<file path="config.mk">
export PLATFORM = sky130hd
export DESIGN_NAME = pwm_duty_meter
export DESIGN_NICKNAME = d
export VERILOG_FILES = /design/src/rtl/pwm_duty_meter.sv
export SDC_FILE = /design/constraint.sdc
export NUM_CORES = 1
export LEC_CHECK = 0
export CORE_MARGIN = 2
export CORE_UTILIZATION = 50
export CTS_BUF_LIST = sky130_fd_sc_hd__clkbuf_4
export CTS_CLUSTER_SIZE = 14
export DETAILED_ROUTE_END_ITERATION = 6
export GPL_ROUTABILITY_DRIVEN = 0
export PLACE_DENSITY_LB_ADDON = 0.12
export SLEW_MARGIN = 10
export SYNTH_ARGS = -nofsm -noshare
export SYNTH_HDL_FRONTEND = slang
export SYNTH_SLANG_ARGS = --single-unit
</file>
<file path="constraint.sdc">
create_clock -name clk -period 2.7 [get_ports clk]
set_clock_uncertainty 0.15 [all_clocks]
set_input_delay 0.81 -clock clk [delete_from_list [all_inputs] [get_ports clk]]
set_output_delay 0.81 -clock clk [all_outputs]
set_load 0.01 [all_outputs]
</file>
<file path="src/rtl/pwm_duty_meter.sv">
// PWM duty-cycle meter over 256-tick windows; reports changed duty values through a UART handshake.
// Build option: define PWM_DUTY_METER_HEX_EN to send each report as two ASCII hex digits plus CR.
`timescale 1ns/1ps
module pwm_duty_meter #(
   parameter int unsigned DIV = 1
) (
   input  logic       clk,
   input  logic       rst_n,
   input  logic       pwm_in,
   input  logic       enable,
   input  logic       tx_busy,
   output logic       transmit,
   output logic [7:0] tx_byte,
   output logic [7:0] duty,
   output logic       duty_valid
);
   localparam int unsigned DIV_W = 16;
   localparam int unsigned CHR_W = 2;
`ifdef PWM_DUTY_METER_HEX_EN
   localparam int unsigned N_CHR = 3;
`else
   localparam int unsigned N_CHR = 1;
`endif
   localparam logic [CHR_W-1:0] LAST_CHR = CHR_W'(N_CHR - 1);

   typedef enum logic [1:0] {IDLE, LOAD, WAIT_START, WAIT_END} state_t;

   state_t             state, state_n_c;
   logic               pwm_meta, pwm_s;
   logic [DIV_W-1:0]   div_cnt;
   logic [7:0]         win_cnt;
   logic [8:0]         hi_cnt;
   logic               tick_c;
   logic [8:0]         hi_sum_c;
   logic               candidate_c;
   logic               pending, sent_once;
   logic [7:0]         pend_val, cur_val, last_sent;
   logic [CHR_W-1:0]   chr_idx, chr_n_c;
   logic               fire_c, load_cur_c, done_c;
   logic [7:0]         src_c, char_c;

`ifdef PWM_DUTY_METER_HEX_EN
   function automatic logic [7:0] hex_ascii(input logic [3:0] n);
      return (n < 4'd10) ? (8'h30 + 8'(n)) : (8'h37 + 8'(n));
   endfunction
`endif

   // Two-flop synchronizer for the asynchronous pin
   always_ff @(posedge clk or negedge rst_n) begin
      if (!rst_n) begin
         pwm_meta <= 1'b0;
         pwm_s    <= 1'b0;
      end else begin
         pwm_meta <= pwm_in;
         pwm_s    <= pwm_meta;
      end
   end

   assign tick_c   = (div_cnt == DIV_W'(DIV - 1));
   assign hi_sum_c = hi_cnt + 9'(pwm_s);

   // Sample divider and window counters; the closing tick includes its own sample
   always_ff @(posedge clk or negedge rst_n) begin
      if (!rst_n) begin
         div_cnt    <= '0;
         win_cnt    <= '0;
         hi_cnt     <= '0;
         duty       <= '0;
         duty_valid <= 1'b0;
      end else if (!enable) begin
         div_cnt    <= '0;
         win_cnt    <= '0;
         hi_cnt     <= '0;
         duty_valid <= 1'b0;
      end else begin
         duty_valid <= 1'b0;
         div_cnt    <= tick_c ? '0 : div_cnt + DIV_W'(1);
         if (tick_c) begin
            win_cnt <= win_cnt + 8'd1;
            if (win_cnt == 8'hFF) begin
               duty       <= hi_sum_c[8] ? 8'hFF : hi_sum_c[7:0];
               hi_cnt     <= '0;
               duty_valid <= 1'b1;
            end else if (pwm_s) begin
               hi_cnt <= hi_cnt + 9'd1;
            end
         end
      end
   end

   assign candidate_c = duty_valid && (!sent_once || (duty != last_sent));

   // Latest-wins pending slot; a fresh candidate beats the IDLE->LOAD clear
   always_ff @(posedge clk or negedge rst_n) begin
      if (!rst_n) begin
         pending  <= 1'b0;
         pend_val <= '0;
      end else if (candidate_c) begin
         pending  <= 1'b1;
         pend_val <= duty;
      end else if (load_cur_c) begin
         pending  <= 1'b0;
      end
   end

   // Next-state logic; fire_c is the registered transmit strobe request
   always_comb begin
      state_n_c  = state;
      chr_n_c    = chr_idx;
      fire_c     = 1'b0;
      load_cur_c = 1'b0;
      done_c     = 1'b0;
      case (state)
         IDLE: begin
            if (pending) begin
               state_n_c  = LOAD;
               load_cur_c = 1'b1;
               chr_n_c    = '0;
               fire_c     = !tx_busy;
            end
         end
         LOAD: begin
            if (transmit)      state_n_c = WAIT_START;
            else if (!tx_busy) fire_c    = 1'b1;
         end
         WAIT_START: begin
            if (tx_busy) state_n_c = WAIT_END;
         end
         WAIT_END: begin
            if (!tx_busy) begin
               if (chr_idx == LAST_CHR) begin
                  state_n_c = IDLE;
                  done_c    = 1'b1;
               end else begin
                  state_n_c = LOAD;
                  chr_n_c   = chr_idx + CHR_W'(1);
                  fire_c    = 1'b1;
               end
            end
         end
         default: state_n_c = IDLE;
      endcase
   end

   // Character for the strobe being requested; cur_val is not yet loaded on IDLE->LOAD
   always_comb begin
      src_c = load_cur_c ? pend_val : cur_val;
`ifdef PWM_DUTY_METER_HEX_EN
      case (chr_n_c)
         2'd0:    char_c = hex_ascii(src_c[7:4]);
         2'd1:    char_c = hex_ascii(src_c[3:0]);
         default: char_c = 8'h0D;
      endcase
`else
      char_c = src_c;
`endif
   end

   always_ff @(posedge clk or negedge rst_n) begin
      if (!rst_n) begin
         state     <= IDLE;
         chr_idx   <= '0;
         cur_val   <= '0;
         last_sent <= '0;
         sent_once <= 1'b0;
         transmit  <= 1'b0;
         tx_byte   <= '0;
      end else begin
         state    <= state_n_c;
         chr_idx  <= chr_n_c;
         transmit <= fire_c;
         if (fire_c)     tx_byte <= char_c;
         if (load_cur_c) cur_val <= pend_val;
         if (done_c) begin
            last_sent <= cur_val;
            sent_once <= 1'b1;
         end
      end
   end

endmodule
</file>
Word level (Yosys, flattened, before mapping)
Index checks and enable logic that the tools add are counted.
{"block": "classes", "add_sub_neg": 5, "n_eq_ne": 12, "n_mux": 36, "n_reduce_logical": 13}
{"operator": "two-way mux 9 bit", "n": 4}
{"operator": "two-way mux 16 bit", "n": 2}
{"operator": "two-way mux 8 bit", "n": 4}
{"operator": "adder 16 x 1 -> 16 bit (second input constant)", "n": 1}
{"operator": "zero test 16 bit", "n": 1}
{"operator": "two-way mux 1 bit", "n": 16}
{"operator": "two-way mux 2 bit", "n": 7}
{"operator": "inequality test 2 bit (second input constant)", "n": 5}
{"operator": "adder 9 x 1 -> 9 bit", "n": 1}
{"operator": "adder 9 x 1 -> 9 bit (second input constant)", "n": 1}
{"operator": "adder 8 x 1 -> 8 bit (second input constant)", "n": 1}
{"operator": "equality test 8 bit (second input constant)", "n": 1}
{"operator": "inequality test 8 bit", "n": 1}
{"operator": "case mux 2 bit (4 select lines)", "n": 1}
{"operator": "AND reduction 4 bit", "n": 2}
{"operator": "equality test 2 bit (second input constant)", "n": 2}
{"operator": "zero test 2 bit", "n": 2}
{"operator": "case mux 2 bit (2 select lines)", "n": 1}
{"operator": "nonzero test 2 bit", "n": 2}
{"operator": "inequality test 3 x 1 -> 1 bit (second input constant)", "n": 1}
{"operator": "case mux 1 bit (3 select lines)", "n": 1}
{"operator": "AND reduction 3 bit", "n": 1}
{"operator": "adder 2 x 1 -> 2 bit (second input constant)", "n": 1}
{"operator": "equality test 2 x 1 -> 1 bit (second input constant)", "n": 1}
{"operator": "other kinds (5)", "n": 6}
{"block": "totals", "regBits": 83, "output_inout_bits": 18, "wordCells": 82}

Longest topological paths before layout
Gate-level depths: netlist of run 1.
{"block": "logic_depth", "word_depth": 5, "mapped_depth": 7, "mapped_depth_nobuf": 6}

Least setup slack after synthesis of run 1
No wires, ideal clock.
{"block": "synth_path", "kind": "flip-flop to flip-flop", "start": "reg state[0]", "end": "reg tx_byte[0]", "t_arrival_ns": 1.831, "required_time_ns": 2.425, "setup_slack_ns": 0.595, "stages_incl_launch_ff": 6, "path_cell_list": "dfrtp_1 inv_1 ha_1 nand2_1 a311oi_4 mux2_2"}
{"item": "from (decl)", "line_no": "28", "source": "state_t state, state_n_c;"}
{"item": "from (signal assigned)", "line_no": "169", "source": "state <= state_n_c;"}
{"item": "equality test 2 bit, or another cell as far along", "line_no": "113", "source": "case (state)"}
{"item": "case mux 1 bit (3 select lines) *", "line_no": "113"}
{"item": "via fire_c", "line_no": "39", "source": "logic fire_c, load_cur_c, done_c;"}
{"item": "to (signal assigned)", "line_no": "172", "source": "if (fire_c) tx_byte <= char_c;"}
{"item": "to (decl)", "line_no": "13", "source": "output logic [7:0] tx_byte,"}
Mark *: on every way through the listed nets, which the timed path passes. The rest lies on a longest branch.
A chain may end at the register's enable or synchronous reset.

Worst setup path in the final report of run 1
{"block": "layout_path", "start": "reg duty[2]", "end": "out duty[2]"}
{"item": "from (decl)", "line_no": "14", "source": "output logic [7:0] duty,"}
{"item": "from (signal assigned)", "line_no": "81", "source": "duty <= hi_sum_c[8] ? 8'hFF : hi_sum_c[7:0];"}
No word-level cell between the ends.

==> impl_metrics.sql, run 1 <==
INSERT INTO impl_metrics (metric_group, metric, value, unit) VALUES
('yosys', 'async_s_r_ff_share_synth', '100.0', '%'),
('clock_tree', 'cts.htree.levels', '3', ''),
('timing', 'slew_headroom', '61.04', '%'),
('setup_path', 'timing.critical_path.slowest_stage_cell', 'clkdlybuf4s50_1', ''),
('yosys', 'synthMostInstantiatedCell', 'dfrtp_1', ''),
('yosys', 'synth_top_cell_area_share', '51.96', '%'),
('setup_path', 'worstPathCellList', 'clkdlybuf4s50_1', ''),
('setup_path', 'cp_max_fo', '4', ''),
('setup_path', 'worstPathBufferInverterCount', '1', ''),
('global_route', 'groute.layer.met3.usage', '4.110', '%'),
('clock_tree', 'cts-hold-fix-buffers', '0', ''),
('floorplanning', 'core', '0.007727', 'sq mm'),
('route', 'detail_route.wl_per_cell', '15.05', 'microns'),
('cells_and_area', 'total_area_of_multi_input_combinational_cells', '0.001802', 'sq mm'),
('clock_tree', 'cts_buffers', '9', ''),
('yosys', 'synth_cell_types', '53', ''),
('timing', 'timing.fmax', '412.8', 'MHz'),
('timing', 'finalSetupViolCount', '0', ''),
('clock_tree', 'cts.root.buffer_cell', 'clkbuf_4', ''),
('route', 'route.detailed.drc', '0', ''),
('yosys', 'synthTopCellsByArea', 'dfrtp_1 (52%), mux2_1 (6.8%), xnor2_1 (4.6%)', ''),
('setup_path', 'setup.worst_path.start_class', 'flop', ''),
('clock_tree', 'cts_setup_buffers', '0', ''),
('pwr', 'cellPowerDensity', '527.4', 'mW/mm^2'),
('global_route', 'via_count_of_the_first_global_routing_pass', '2689', ''),
('timing', 'unrepaired_setup_endpoints_after_global_routing', 'false', ''),
('yosys', 'synth.net_count', '366', ''),
('clock_tree', 'clkSlewWorstSetupHoldPaths', '130', 'ps'),
('cells_and_area', 'post_route_cells_drive_above_1_share', '11.43', '%'),
('route', 'number_of_antenna_violating_nets_in_the_routed_design', '0', ''),
('pwr', 'p_leak', '0.001977', 'uW'),
('setup_path', 'crit_type', 'flop to output pin', ''),
('yosys', 'post-synth-top-area-cell', 'dfrtp_1', ''),
('clock_tree', 'worstSkewPairLatency', '430', 'ps'),
('setup_path', 'worstPathArrival', '1460', 'ps'),
('route', 'routed_wirelength', '7327', 'microns'),
('clock_tree', 'ctsLongestPathBuffers', '2', ''),
('clock_tree', 'cts_resized', '0', ''),
('route', 'routed_via_density', '5.503', ''),
('yosys', 'mean_instance_size_in_the_synthesized_netlist', '11.45', 'sq um'),
('yosys', 'synth_top_flop_cell', 'dfrtp_1', ''),
('global_route', 'groute.layer.met1.usage', '28.66', '%'),
('cells_and_area', 'num-nets-final', '397', ''),
('timing', 'layout_worst_path_cycle_share', '89.73', '%'),
('floorplanning', 'die_height', '93.42', 'microns'),
('timing', 'hold_violations', '0', ''),
('clock_tree', 'tritoncts', 'yes', ''),
('setup_path', 'max_stage_delay', '570', 'ps'),
('floorplanning', 'boundaryPins', '23', ''),
('timing', 'report.final.slew_viol_count', '0', ''),
('yosys', 'yosysWarnings', '0', ''),
('setup_path', 'required', '1740', 'ps'),
('global_route', 'antenna_violations_before_repair', '0', ''),
('global_route', 'gr-usage-met2', '27.40', '%'),
('setup_path', 'worstSetupPathDepth', '1', ''),
('route', 'initialDrtViolationCount', '89', ''),
('cells_and_area', 'final-seq-area', '0.002077', 'sq mm'),
('placed_design', 'detailed_place_hpwl', '5199', 'microns'),
('global_route', 'global_route.peak_usage_layer', 'met1', ''),
('setup_path', 'cp_endpoint_kind', 'output pin', ''),
('route', 'detail_route.first_pass.iterations', '4', ''),
('yosys', 'cells_after_synth', '349', ''),
('timing', 'worst-slew-pin-transition', '584.3', 'ps'),
('yosys', 'yosys_register_bits', '83', ''),
('status', 'outcome', 'completed', ''),
('setup_path', 'r2r_setup_slack', '460', 'ps'),
('floorplanning', 'initial_utilization', '51.73', '%'),
('route', 'vias', '2680', ''),
('cells_and_area', 'stdcell_count', '487', ''),
('setup_path', 'regToRegEndpoint', 'duty[6]', ''),
('floorplanning', 'die-area', '0.008726', 'sq mm');
## state kept, by name (all words and copies together), names as in the netlist, 2 cells and up
signal / count
div_cnt: 16
duty: 8
state: 2
last_sent: 8
chr_idx: 2
win_cnt: 8
tx_byte: 8
pend_val: 8
hi_cnt: 9
cur_val: 8
## cell type report
| class | instances | area share [%] |
|---|---|---|
| Clock buffer | 9 | 1.502 |
| Tap cell | 102 | 2.837 |
| Sequential cell | 83 | 46.18 |
| Inverter | 17 | 1.419 |
| Multi-Input combinational cell | 237 | 40.06 |
| Clock inverter | 7 | 1.502 |
| Timing Repair Buffer | 32 | 6.509 |
## power by group
part	internal, uW	switching, uW
Combinational	147	187
Sequential	1280	46.8
Clock	279	430
## worst max path at each step
stage	start	to	slack, ps
after floorplan	state[0]	tx_byte[0]	590
after global placement	enable	duty[5]	230
after detailed placement	enable	duty[6]	140
after CTS	duty[2]	duty[2]	250
after global routing	duty[2]	duty[2]	180
final	duty[2]	duty[2]	280
## logic make-up after synthesis
kind of cell | Yosys count | synth area share [%]
mux | 36 | 10.05
simple gates | 106 | 15.02
compound gates | 57 | 10.55
xor+xnor | 26 | 5.696
flops | 83 | 51.96
buf+inv | 29 | 2.973
fa+ha+maj | 12 | 3.756
## metal layers
layer  routed length, microns  part of all wire [%]
met2                     3197                    44
met1                     3829                    52
met3                      218                   3.0
met5                        0                     0
met4                       82                   1.1
## metrics by stage
step                hold WS (ps)  utilization, %  instance area, sq um  power, uW  worst slack (ps)
CTS                        208.3           58.21                  4498       2405             247.0
global placement           185.3           56.46                  4363       1684             230.5
detailed placement         191.3           56.46                  4363       1692             141.0
finish                     216.3           58.21                  4498       2372             277.3
global route               219.3           58.21                  4498       2518             181.1
floorplan                  181.2               -                  3998       1577             594.8
## cell usage in the layout (no fill, tap or decap), drive strengths merged, types with 5 or more instances in the layout
| cell type | count |
|---|---|
| a2bb2oi | 8 |
| inv | 18 |
| nand2 | 18 |
| xor2 | 5 |
| nand3 | 14 |
| clkdlybuf4s50 | 21 |
| nor3 | 9 |
| clkbuf | 9 |
| mux2 | 33 |
| ha | 12 |
| o31ai | 5 |
| buf | 11 |
| nor4 | 5 |
| a21oi | 11 |
| xnor2 | 21 |
| nand2b | 6 |
| or3 | 5 |
| nor2 | 20 |
| dfrtp | 83 |
| o21ai | 13 |
| nand4 | 11 |
## worst register-to-register path: stages (launching register included)
cell and delay [ps]:
dfrtp_1 460, nor4_2 460, and4_1 510, and4b_1 440
a2bb2oi_1 120
Note: power is estimated with default switching activity, not from simulation.
==> run 2, diff against run 1 <==
CORE_MARGIN = 5   (was 2)
==> impl_metrics.sql, run 2 (synthesis results as in run 1) <==
INSERT INTO impl_metrics (metric_group, metric, value, unit) VALUES
('status', 'outcome', 'completed', ''),
('route', 'vias', '2694', ''),
('setup_path', 'critical-path-top-delay-family', 'buffers and inverters', ''),
('clock_tree', 'cts-hold-fix-buffers', '0', ''),
('cells_and_area', 'num-nets-final', '396', ''),
('pwr', 'share_seq_of_total_power', '52.1', '%'),
('setup_path', 'cp_max_fo', '4', ''),
('route', 'routed_via_density', '5.543', ''),
('timing', 'finalSetupViolCount', '0', ''),
('clock_tree', 'cts.htree.levels', '3', ''),
('route', 'initialDrtViolationCount', '54', ''),
('clock_tree', 'cts_num_sinks', '83', ''),
('timing', 'period_needed', '2416', 'ps'),
('clock_tree', 'ctsLongestPathBuffers', '2', ''),
('floorplanning', 'die_height', '99.42', 'microns'),
('floorplanning', 'die-width', '99.42', 'microns'),
('global_route', 'via_count_of_the_first_global_routing_pass', '2657', ''),
('setup_path', 'crit_type', 'flop to output pin', ''),
('setup_path', 'worstPathCellList', 'clkdlybuf4s50_1', ''),
('pwr', 'p_leak', '0.002005', 'uW'),
('cells_and_area', 'syn2layout_area_growth', '13.87', '%'),
('cells_and_area', 'registers.top_by_ff_count', 'div_cnt', ''),
('cells_and_area', 'post_route_cells_drive_above_1_share', '11.20', '%'),
('global_route', 'grt_start_max_net_pins', '40', ''),
('clock_tree', 'clkSlewWorstSetupHoldPaths', '130', 'ps'),
('setup_path', 'timing.critical_path.slowest_stage_cell', 'clkdlybuf4s50_1', ''),
('cells_and_area', 'reg_top3', 'div_cnt: 16 flops, hi_cnt: 9 flops', ''),
('placed_design', 'numPlacedInstances', '470', ''),
('placed_design', 'buffer_ports.inserted', '22', ''),
('setup_path', 'required', '1740', 'ps'),
('pwr', 'power.switching', '654.7', 'uW'),
('cells_and_area', 'insertedDiodeCount', '0', ''),
('clock_tree', 'cts_resized', '0', ''),
('route', 'route.detailed.drc', '0', ''),
('setup_path', 'max_stage_delay', '570', 'ps'),
('clock_tree', 'cts_buffers', '9', ''),
('cells_and_area', 'stdcell_count', '486', ''),
('clock_tree', 'tritoncts', 'yes', ''),
('clock_tree', 'worstSkewPairLatency', '430', 'ps'),
('cells_and_area', 'layout.cells.most_common', 'dfrtp_1', ''),
('floorplanning', 'core', '0.007767', 'sq mm'),
('pwr', 'ir_drop', '348.3', 'uV'),
('route', 'routed_wirelength', '7320', 'microns'),
('pwr', 'power.total', '2553', 'uW'),
('pwr', 'power.clock.fraction', '34.7', '%'),
('pwr', 'p_int', '1898', 'uW'),
('floorplanning', 'die-area', '0.009883', 'sq mm'),
('pwr', 'cellPowerDensity', '560.8', 'mW/mm^2'),
('setup_path', 'setup.worst_path.start_class', 'flop', ''),
('route', 'detail_route.wl_per_cell', '15.06', 'microns'),
('pwr', 'power_frac_comb', '13.2', '%'),
('floorplanning', 'boundaryPins', '23', ''),
('timing', 'hold_violations', '0', ''),
('floorplanning', 'initial_utilization', '51.47', '%'),
('global_route', 'grt-ovfl-total', '0', ''),
('floorplanning', 'row_count', '32', ''),
('placed_design', 'detailed_place_hpwl', '5310', 'microns'),
('timing', 'worst-slew-pin-transition', '613.1', 'ps'),
('clock_tree', 'cts_setup_buffers', '0', ''),
('global_route', 'gr-usage-all-layers', '16.04', '%'),
('global_route', 'global_route_wire_length_before_repair', '12830', 'microns'),
('timing', 'slew_headroom', '59.12', '%'),
('min_path', 'holdCritPathClass', 'primary input to asynchronous set/reset pin', ''),
('timing', 'finalSetupTns', '0', 'ps'),
('cells_and_area', 'layout.cells.most_common_list', 'dfrtp_1 (83), mux2_1 (24), xnor2_1 (21), clkdlybuf4s50_1 (21), nor2_1 (20)', ''),
('run', 'maxCapViolations', '0', ''),
('timing', 'unrepaired_setup_endpoints_after_global_routing', 'false', ''),
('setup_path', 'worstPathArrival', '1460', 'ps'),
('setup_path', 'worstPathBufferInverterCount', '1', ''),
('route', 'detail_route.first_pass.iterations', '4', ''),
('global_route', 'antenna_violations_before_repair', '0', ''),
('timing', 'timing.fmax', '413.8', 'MHz'),
('pwr', 'power_switching_share', '25.65', '%'),
('setup_path', 'cp_endpoint_kind', 'output pin', ''),
('timing', 'report.final.slew_viol_count', '0', ''),
('clock_tree', 'cts.root.buffer_cell', 'clkbuf_4', ''),
('timing', 'layout_worst_path_cycle_share', '89.50', '%'),
('cells_and_area', 'max_reg_flops', '16', ''),
('route', 'number_of_antenna_violating_nets_in_the_routed_design', '0', '');
run 2: cell count changes in the layout (fill, tap and decap cells not counted), sizes merged:
cell | before | now
clkinv | 3 | 4
bufinv | 1 | 3
buf | 11 | 10
inv | 18 | 17
clkinvlp | 2 | 0
run 2: final timing paths:
check                           start          end  slack (ps)  cells after the start
setup / recovery              duty[6]      duty[6]         280                      1
hold / removal                  rst_n   div_cnt[2]         160                      1
setup reg to reg           div_cnt[8]   win_cnt[7]         500                      4
hold reg to reg              pwm_meta        pwm_s         220                      0
max in group asynchronous       rst_n  pend_val[6]        1670                      2
min in group clk             pwm_meta        pwm_s         220                      0
run 2: layer usage:
layer | track usage [%] | up-vias | part of all wire, %
li1 | - | 1323 | -
met1 | 22.09 | 1327 | 48
met2 | 25.31 | 33 | 47
met3 | 3.647 | 11 | 3.0
met4 | 5.042 | 0 | 1.3
met5 | 0 | - | 0
run 2: metrics by stage:
stage                     worst slack (ps)  utilization, %  hold slack (ps)  cell area, sq um
final                                283.6           58.60            158.0              4552
after global routing                 194.7           58.60            163.8              4552
after CTS                            240.6           58.60            142.9              4552
after detailed placement             117.1           56.23            187.9              4368
after global placement               161.6           56.23            189.2              4368
after floorplan                      594.8               -            181.2              3998
run 2: final cells by class:
type | count | area, sq um
well taps | 102 | 127.6
clock inverters | 7 | 116.4
repair buffers | 31 | 297.8
multi-input cells | 237 | 1802
flip-flops and latches | 83 | 2077
inverters | 17 | 63.81
fillers | 663 | 3216
clock buffers | 9 | 67.56
run 2: power groups by stage:
| stage | clock network, uW | logic (uW) | registers (uW) |
|---|---|---|---|
| 3_5_place_dp | 0 | 343 | 1350 |
| 2_1_floorplan | 0 | 242 | 1330 |
| 3_3_place_gp | 0 | 332 | 1350 |
| 5_1_grt | 972 | 379 | 1340 |
| 4_1_cts | 918 | 343 | 1330 |
| 6_report | 886 | 336 | 1330 |
